==> config.mk <==
export PLATFORM = sky130hd
export DESIGN_NAME = vga_timing_gen
export DESIGN_NICKNAME = d
export VERILOG_FILES = /design/src/rtl/vga_timing_pkg.sv /design/src/rtl/vga_axis_counter.sv /design/src/rtl/vga_timing_gen.sv
export SDC_FILE = /design/constraint.sdc
export NUM_CORES = 1
export LEC_CHECK = 0
export CORE_MARGIN = 2
export CORE_UTILIZATION = 50
export CTS_CLUSTER_DIAMETER = 30
export DETAILED_ROUTE_END_ITERATION = 12
export PLACE_DENSITY = 0.82
export SETUP_SLACK_MARGIN = 0.2
export SYNTH_ARGS = -nofsm -noshare
export SYNTH_HDL_FRONTEND = slang
export SYNTH_SLANG_ARGS = --single-unit
==> constraint.sdc <==
create_clock -name clk -period 5.25 [get_ports clk]
set_input_delay 1.05 -clock clk [delete_from_list [all_inputs] [get_ports clk]]
set_output_delay 1.05 -clock clk [all_outputs]
set_load 0.005 [all_outputs]
==> src/rtl/vga_timing_pkg.sv <==
// Shared VGA timing constants (640x480 @ 60 Hz defaults) and coordinate types,
// reused by the timing generator and the pattern generators.
package vga_timing_pkg;

    localparam int unsigned COORD_W = 10;
    localparam int unsigned RGB_W   = 6;
    localparam int unsigned FRAME_W = 8;

    typedef logic [COORD_W-1:0] coord_t;
    typedef logic [RGB_W-1:0]   rgb_t;
    typedef logic [FRAME_W-1:0] frame_t;

    localparam int unsigned DEF_H_VISIBLE = 640;
    localparam int unsigned DEF_H_FRONT   = 16;
    localparam int unsigned DEF_H_SYNC    = 96;
    localparam int unsigned DEF_H_BACK    = 48;

    localparam int unsigned DEF_V_VISIBLE = 480;
    localparam int unsigned DEF_V_FRONT   = 10;
    localparam int unsigned DEF_V_SYNC    = 2;
    localparam int unsigned DEF_V_BACK    = 33;

    function automatic int unsigned axis_total(input int unsigned visible,
                                               input int unsigned front,
                                               input int unsigned sync,
                                               input int unsigned back);
        return visible + front + sync + back;
    endfunction

    localparam int unsigned DEF_H_TOTAL =
        axis_total(DEF_H_VISIBLE, DEF_H_FRONT, DEF_H_SYNC, DEF_H_BACK);
    localparam int unsigned DEF_V_TOTAL =
        axis_total(DEF_V_VISIBLE, DEF_V_FRONT, DEF_V_SYNC, DEF_V_BACK);

endpackage

==> src/rtl/vga_axis_counter.sv <==
// One timing axis: wrap counter with enable, carry-out on wrap, and decode of
// the visible region and the active-low sync window.
module vga_axis_counter
    import vga_timing_pkg::*;
#(
    parameter int unsigned VISIBLE = DEF_H_VISIBLE,
    parameter int unsigned FRONT   = DEF_H_FRONT,
    parameter int unsigned SYNC    = DEF_H_SYNC,
    parameter int unsigned BACK    = DEF_H_BACK
) (
    input  logic               clk,
    input  logic               rst_n,
    input  logic               en,
    output logic [COORD_W-1:0] count,
    output logic               carry,
    output logic               visible,
    output logic               sync_n
);

    localparam int unsigned TOTAL   = axis_total(VISIBLE, FRONT, SYNC, BACK);
    localparam coord_t      LAST_C  = coord_t'(TOTAL - 1);
    localparam coord_t      VIS_C   = coord_t'(VISIBLE);
    localparam coord_t      SYNC_LO = coord_t'(VISIBLE + FRONT);
    localparam coord_t      SYNC_HI = coord_t'(VISIBLE + FRONT + SYNC);

    logic last;

    assign last = (count == LAST_C);

    // Wrap is decided before the add, so the count never leaves COORD_W bits.
    always_ff @(posedge clk or negedge rst_n) begin
        if (!rst_n) begin
            count <= '0;
        end else if (en) begin
            count <= last ? '0 : count + coord_t'(1);
        end
    end

    assign carry   = en && last;
    assign visible = (count < VIS_C);
    assign sync_n  = !((count >= SYNC_LO) && (count < SYNC_HI));

endmodule

==> src/rtl/vga_timing_gen.sv <==
// VGA timing generator: H/V counters, frame strobe and counter, and a one-pixel
// output register stage aligning syncs with the blanked pattern colour.
module vga_timing_gen
    import vga_timing_pkg::*;
#(
    parameter int unsigned H_VISIBLE = DEF_H_VISIBLE,
    parameter int unsigned H_FRONT   = DEF_H_FRONT,
    parameter int unsigned H_SYNC    = DEF_H_SYNC,
    parameter int unsigned H_BACK    = DEF_H_BACK,
    parameter int unsigned V_VISIBLE = DEF_V_VISIBLE,
    parameter int unsigned V_FRONT   = DEF_V_FRONT,
    parameter int unsigned V_SYNC    = DEF_V_SYNC,
    parameter int unsigned V_BACK    = DEF_V_BACK
) (
    input  logic               clk,
    input  logic               rst_n,
    input  logic               pix_ce,
    input  logic [RGB_W-1:0]   rgb_in,
    output logic [COORD_W-1:0] x,
    output logic [COORD_W-1:0] y,
    output logic               active,
    output logic               next_frame,
    output logic [FRAME_W-1:0] frame_count,
    output logic               hsync,
    output logic               vsync,
    output logic [RGB_W-1:0]   rgb_out
);

    localparam coord_t V_VIS_C = coord_t'(V_VISIBLE);

    logic h_carry;
    logic v_carry;
    logic h_visible;
    logic v_visible;
    logic h_sync_raw;
    logic v_sync_raw;

    vga_axis_counter #(
        .VISIBLE(H_VISIBLE),
        .FRONT  (H_FRONT),
        .SYNC   (H_SYNC),
        .BACK   (H_BACK)
    ) u_h_counter (
        .clk    (clk),
        .rst_n  (rst_n),
        .en     (pix_ce),
        .count  (x),
        .carry  (h_carry),
        .visible(h_visible),
        .sync_n (h_sync_raw)
    );

    // The vertical axis steps only on the horizontal wrap, so its carry marks
    // the edge that returns both axes to 0,0.
    vga_axis_counter #(
        .VISIBLE(V_VISIBLE),
        .FRONT  (V_FRONT),
        .SYNC   (V_SYNC),
        .BACK   (V_BACK)
    ) u_v_counter (
        .clk    (clk),
        .rst_n  (rst_n),
        .en     (h_carry),
        .count  (y),
        .carry  (v_carry),
        .visible(v_visible),
        .sync_n (v_sync_raw)
    );

    assign active     = h_visible && v_visible;
    assign next_frame = pix_ce && (x == '0) && (y == V_VIS_C);

    always_ff @(posedge clk or negedge rst_n) begin
        if (!rst_n) begin
            frame_count <= '0;
        end else if (v_carry) begin
            frame_count <= frame_count + frame_t'(1);
        end
    end

    always_ff @(posedge clk or negedge rst_n) begin
        if (!rst_n) begin
            hsync   <= 1'b1;
            vsync   <= 1'b1;
            rgb_out <= '0;
        end else if (pix_ce) begin
            hsync   <= h_sync_raw;
            vsync   <= v_sync_raw;
            rgb_out <= active ? rgb_in : '0;
        end
    end

endmodule

== Word-level counts from Yosys, hierarchy flattened ==
Index checks and enable logic that the tools add are counted.
Word-level totals
  register bits: 36
  bits of input ports: 9
  output and inout port bits: 38
  logic and storage cells: 31
Operators by class
  add/sub/neg operators: 3
  $lt $le $gt $ge: 6
  equality and inequality tests: 3
  muxes and demuxes: 3
  reduce and logical (&&, ||, !) cells: 10
Operators by type and width (count)
  $add A10 B1 Y10 const B: 2
  $eq A10 B10 Y1 const B: 2
  $lt A10 B10 Y1 const B: 2
  $lt A10 B9 Y1 const B: 2
  $mux W10: 2
  $eq A10 B9 Y1 const B: 1
  $ge A10 B10 Y1 const B: 1
  $ge A10 B9 Y1 const B: 1
  $logic_not A10 Y1: 1
  $add A8 B1 Y8 const B: 1
  $logic_and A1 B1 Y1: 7
  $mux W6: 1
  $logic_not A1 Y1: 2

== Logic depth before layout (Yosys ltp) ==
  depth in word-level cells: 3
  gate-level depth with buffers: 6
  mapped depth without buffers: 6

== By module ==
A second synthesis with hierarchy kept.
Unflattened totals
  cell total of the unflattened synthesis: 181
  area total of the unflattened synthesis: 1856.8 um2
Modules (own cells, without submodules)
  vga_timing_gen: instances 1, cells an instance 66, area an instance 709.4 um2, seq. area each 402.9 um2
  vga_axis_counter (u_h_counter): instances 1, cells an instance 59, area an instance 578.1 um2, seq. area each 250.2 um2
  vga_axis_counter (u_v_counter): instances 1, cells an instance 56, area an instance 569.3 um2, seq. area each 250.2 um2

== Worst setup path before layout ==
Ideal clock, no wire load.
  kind: input to output
  from: input pix_ce
  to: output next_frame
  data arrival time: 1.644 ns
  data required time: 4.200 ns
  slack: 2.556 ns
  stages: 3
  buffers on the path: 0
  path through: nand2_1 -> or4_1 -> nor2_1
Between the ends
  word-level cells in the longest chain between the ends: 2
RTL lines
  from (decl): line vga_timing_gen.sv:17  | input logic pix_ce,
  $logic_and A1 B1 Y1 (2 in a row): line vga_timing_gen.sv:71  | assign next_frame = pix_ce && (x == '0) && (y == V_VIS_C);
  to (decl): line vga_timing_gen.sv:22  | output logic next_frame,
Every way passes these cells.

== Worst setup path after layout ==
Same ends and word-level chain as after synthesis.

==> run metrics <==
dominant synthesized flop cell dfrtp_1; Final min period just over 4000 ps; Final Hold Violating Endpoints 0; clock network latency to the later pin of the worst-skew pair between 200 and 300 ps; layout cell share with drive strength beyond 1 0.0717; startpoint of the tightest hold check path frame_count[7]$_DFFE_PN0P_; drt total wl roughly 4000 um; Leakage 1.08 nW; clock sinks 36; clock edge transition at the registers on the reported setup and hold paths approximately 60 ps; gr ovfl total 0; launching point of the worst reg2reg path u_h_counter.count[0]$_DFFE_PN0P_; post-route ant nets 0; NumNets Final 250; Tcrit/Tclk final 0.771; ys async rst share 1.00; Post-synth EDFFs 0; max-cap viol count 0; Routed wire per std cell 14.0 um; cell total after placement around 280; H-Tree Depth 2; critical path capture point type output pin; count of cell types in the netlist 38; measured slew at the worst slew-check pin between 800 and 900 ps; wire length of the first global-routing pass about 6500 um; detailed-placement wirelength estimate roughly 2800 um; TritonRoute pass-1 iters 4; post-synthesis net count 200; Avg Inst Size Synth about 10 um^2; overall global routing resource usage 0.201; number of top-level design ports 47; initial core utilization 0.516; DR vias approximately 1600; Setup Buffers After CTS 0; number of design rule violations left after detail routing 0; Endpoint, Worst Hold frame_count[7]$_DFFE_PN0P_; maximum number of pins on one net before global-route repair 37; worst path arrival time around 3000 ps; Initial DRC Count 115; gate count of the mapped netlist between 150 and 200; Max Transition Viols Final 0; deepest clock path buffer count 2; post-synthesis sequential area ratio 0.486; Die Ht 65 um; final standard cell count with taps included and fillers excluded 285; synthesis-to-layout area growth 31.6%; total placed instance area about 2400 um^2; Root Buffer clkbuf_8; slew margin rel. 0.415; # port buffers 46; run status completed; clock tree from TritonCTS built; unrepaired setup endpoints after global routing false; Horiz. Die Dim approximately 65 um; # hold bufs at CTS 0; Max Fanout on Critical Path 23; Placement Rows 22; Setup TNS 0 ps; worst voltage drop across the vdd grid around 190 uV; CORE AREA ~3600 um^2; antenna violations before repair 0; Critical Setup Path Class in -> out; RR Endpoint frame_count[1]$_DFFE_PN0P_; fillers between 200 and 300; via count of the first global-routing pass about 1400; antenna cells 0; worst hold path class reg -> reg; Min-Delay Path Depth 1; TritonCTS buffer count 5; Peak Freq between 200 and 250 MHz; cell area after layout around 2400 um^2; endpoint required time on the critical path between 4000 and 5000 ps; startpoint types input pin; worst-case register-to-register setup slack approximately 3100 ps; Setup Viol. Count Final 0; number of gates resized after cts 0; floorplan die area around 4200 um^2; synthesized cell area approximately 1900 um^2; number of synthesized register bits 36; final setup skew approximately 10 ps; Worst Reg2Reg Path Length in Cells 5; yosys synthesis warning count 0; ratio of total power to cell area roughly 260 nW/um^2; Routability Congestion roughly 0.84; number of vias per cell after detailed routing between 5 and 6
==> routing by layer <==
layer	GRT usage	vias up	wire (um)	share of wire
li1	-	756	-	-
met2	0.322	53	1820	0.46
met1	0.272	739	1880	0.47
met5	0	-	0	0
met3	0.0521	8	247	0.062
met4	0.0479	0	37	0.0093
==> power by group <==
group | internal, mW | leakage, nW | total [mW] | switching, mW
sequential | 0.300 | 0.459 | 0.340 | 0.0403
clock | 0.0942 | 0.0395 | 0.186 | 0.0917
combinational | 0.0700 | 0.583 | 0.121 | 0.0514
==> sequential cells by signal, indices dropped and copies added (netlist names) <==
signal	count
vsync	1
u_h_counter.count	10
hsync	1
frame_count	8
rgb_out	6
u_v_counter.count	10
==> metrics by stage <==
step / hold slack [ps] / util / total power, mW / worst slack, ps
after floorplan: 465 / - / 0.394 / 2560
final: 471 / 0.679 / 0.648 / 1200
after global placement: 460 / 0.657 / 0.461 / 1260
after global routing: 500 / 0.679 / 0.685 / 1120
after detailed placement: 467 / 0.657 / 0.467 / 1200
after CTS: 477 / 0.679 / 0.652 / 1200
==> cells in the final DEF (no fill, tap or decap), types with 5 or more instances in the layout <==
master            n
o21ai_0           6
clkbuf_8          5
dfrtp_1          34
nor4_1            5
nand2_1          18
o22ai_1           6
nor2_1           14
inv_1            15
xnor2_1           7
clkdlybuf4s50_1  46
ha_1              5
nor3_1            5
xor2_1           12
a21oi_1           5
nand4_1           7
nand3_1          11
==> how the worst max path moves through the flow <==
stage,start,endpoint,slack (ps),cells after the start
3_3_place_gp,pix_ce,next_frame,1260,6
3_5_place_dp,pix_ce,next_frame,1200,6
2_1_floorplan,pix_ce,next_frame,2560,3
6_report,pix_ce,next_frame,1200,6
4_1_cts,pix_ce,next_frame,1200,6
5_1_grt,pix_ce,next_frame,1120,6
==> critical path, stage by stage <==
cell and delay (ps):
clkdlybuf4s50_1 450, buf_4 250, nand2_1 120, or4_1 450
nor2_1 160, clkdlybuf4s50_1 510
==> cell families after synthesis <==
logic type	share of synthesized area
fa+ha+maj	0.0336
mux	0.0168
simple gates	0.270
flops	0.486
xor+xnor	0.0894
buf+inv	0.0451
compound gates	0.0592
==> synthesized netlist by cell type, types with 3 or more instances <==
library cell / count / area (um^2)
or4_1: 3 / 22.5
inv_1: 15 / 56.3
nand3_1: 11 / 55.1
nor2_1: 14 / 52.6
a21oi_1: 5 / 25.0
dfrtp_1: 34 / 851
nand2_1: 18 / 67.6
o21ai_0: 6 / 30.0
nor4_1: 5 / 31.3
and3_1: 3 / 18.8
xnor2_1: 7 / 61.3
nand4_1: 7 / 43.8
o22ai_1: 6 / 37.5
xor2_1: 12 / 105
ha_1: 5 / 62.6
or3_1: 3 / 18.8
nor3_1: 5 / 25.0
clkbuf_1: 3 / 11.3
==> area by class of cell <==
type	instances	area (um^2)	area share
Sequential cell	36	903	0.369
Multi-Input combinational cell	130	873	0.357
Timing Repair Buffer	48	475	0.194
Clock buffer	8	80.1	0.0327
Tap cell	48	60.1	0.0245
Inverter	15	56.3	0.0230
No activity file was read; power rests on OpenSTA's default activity.
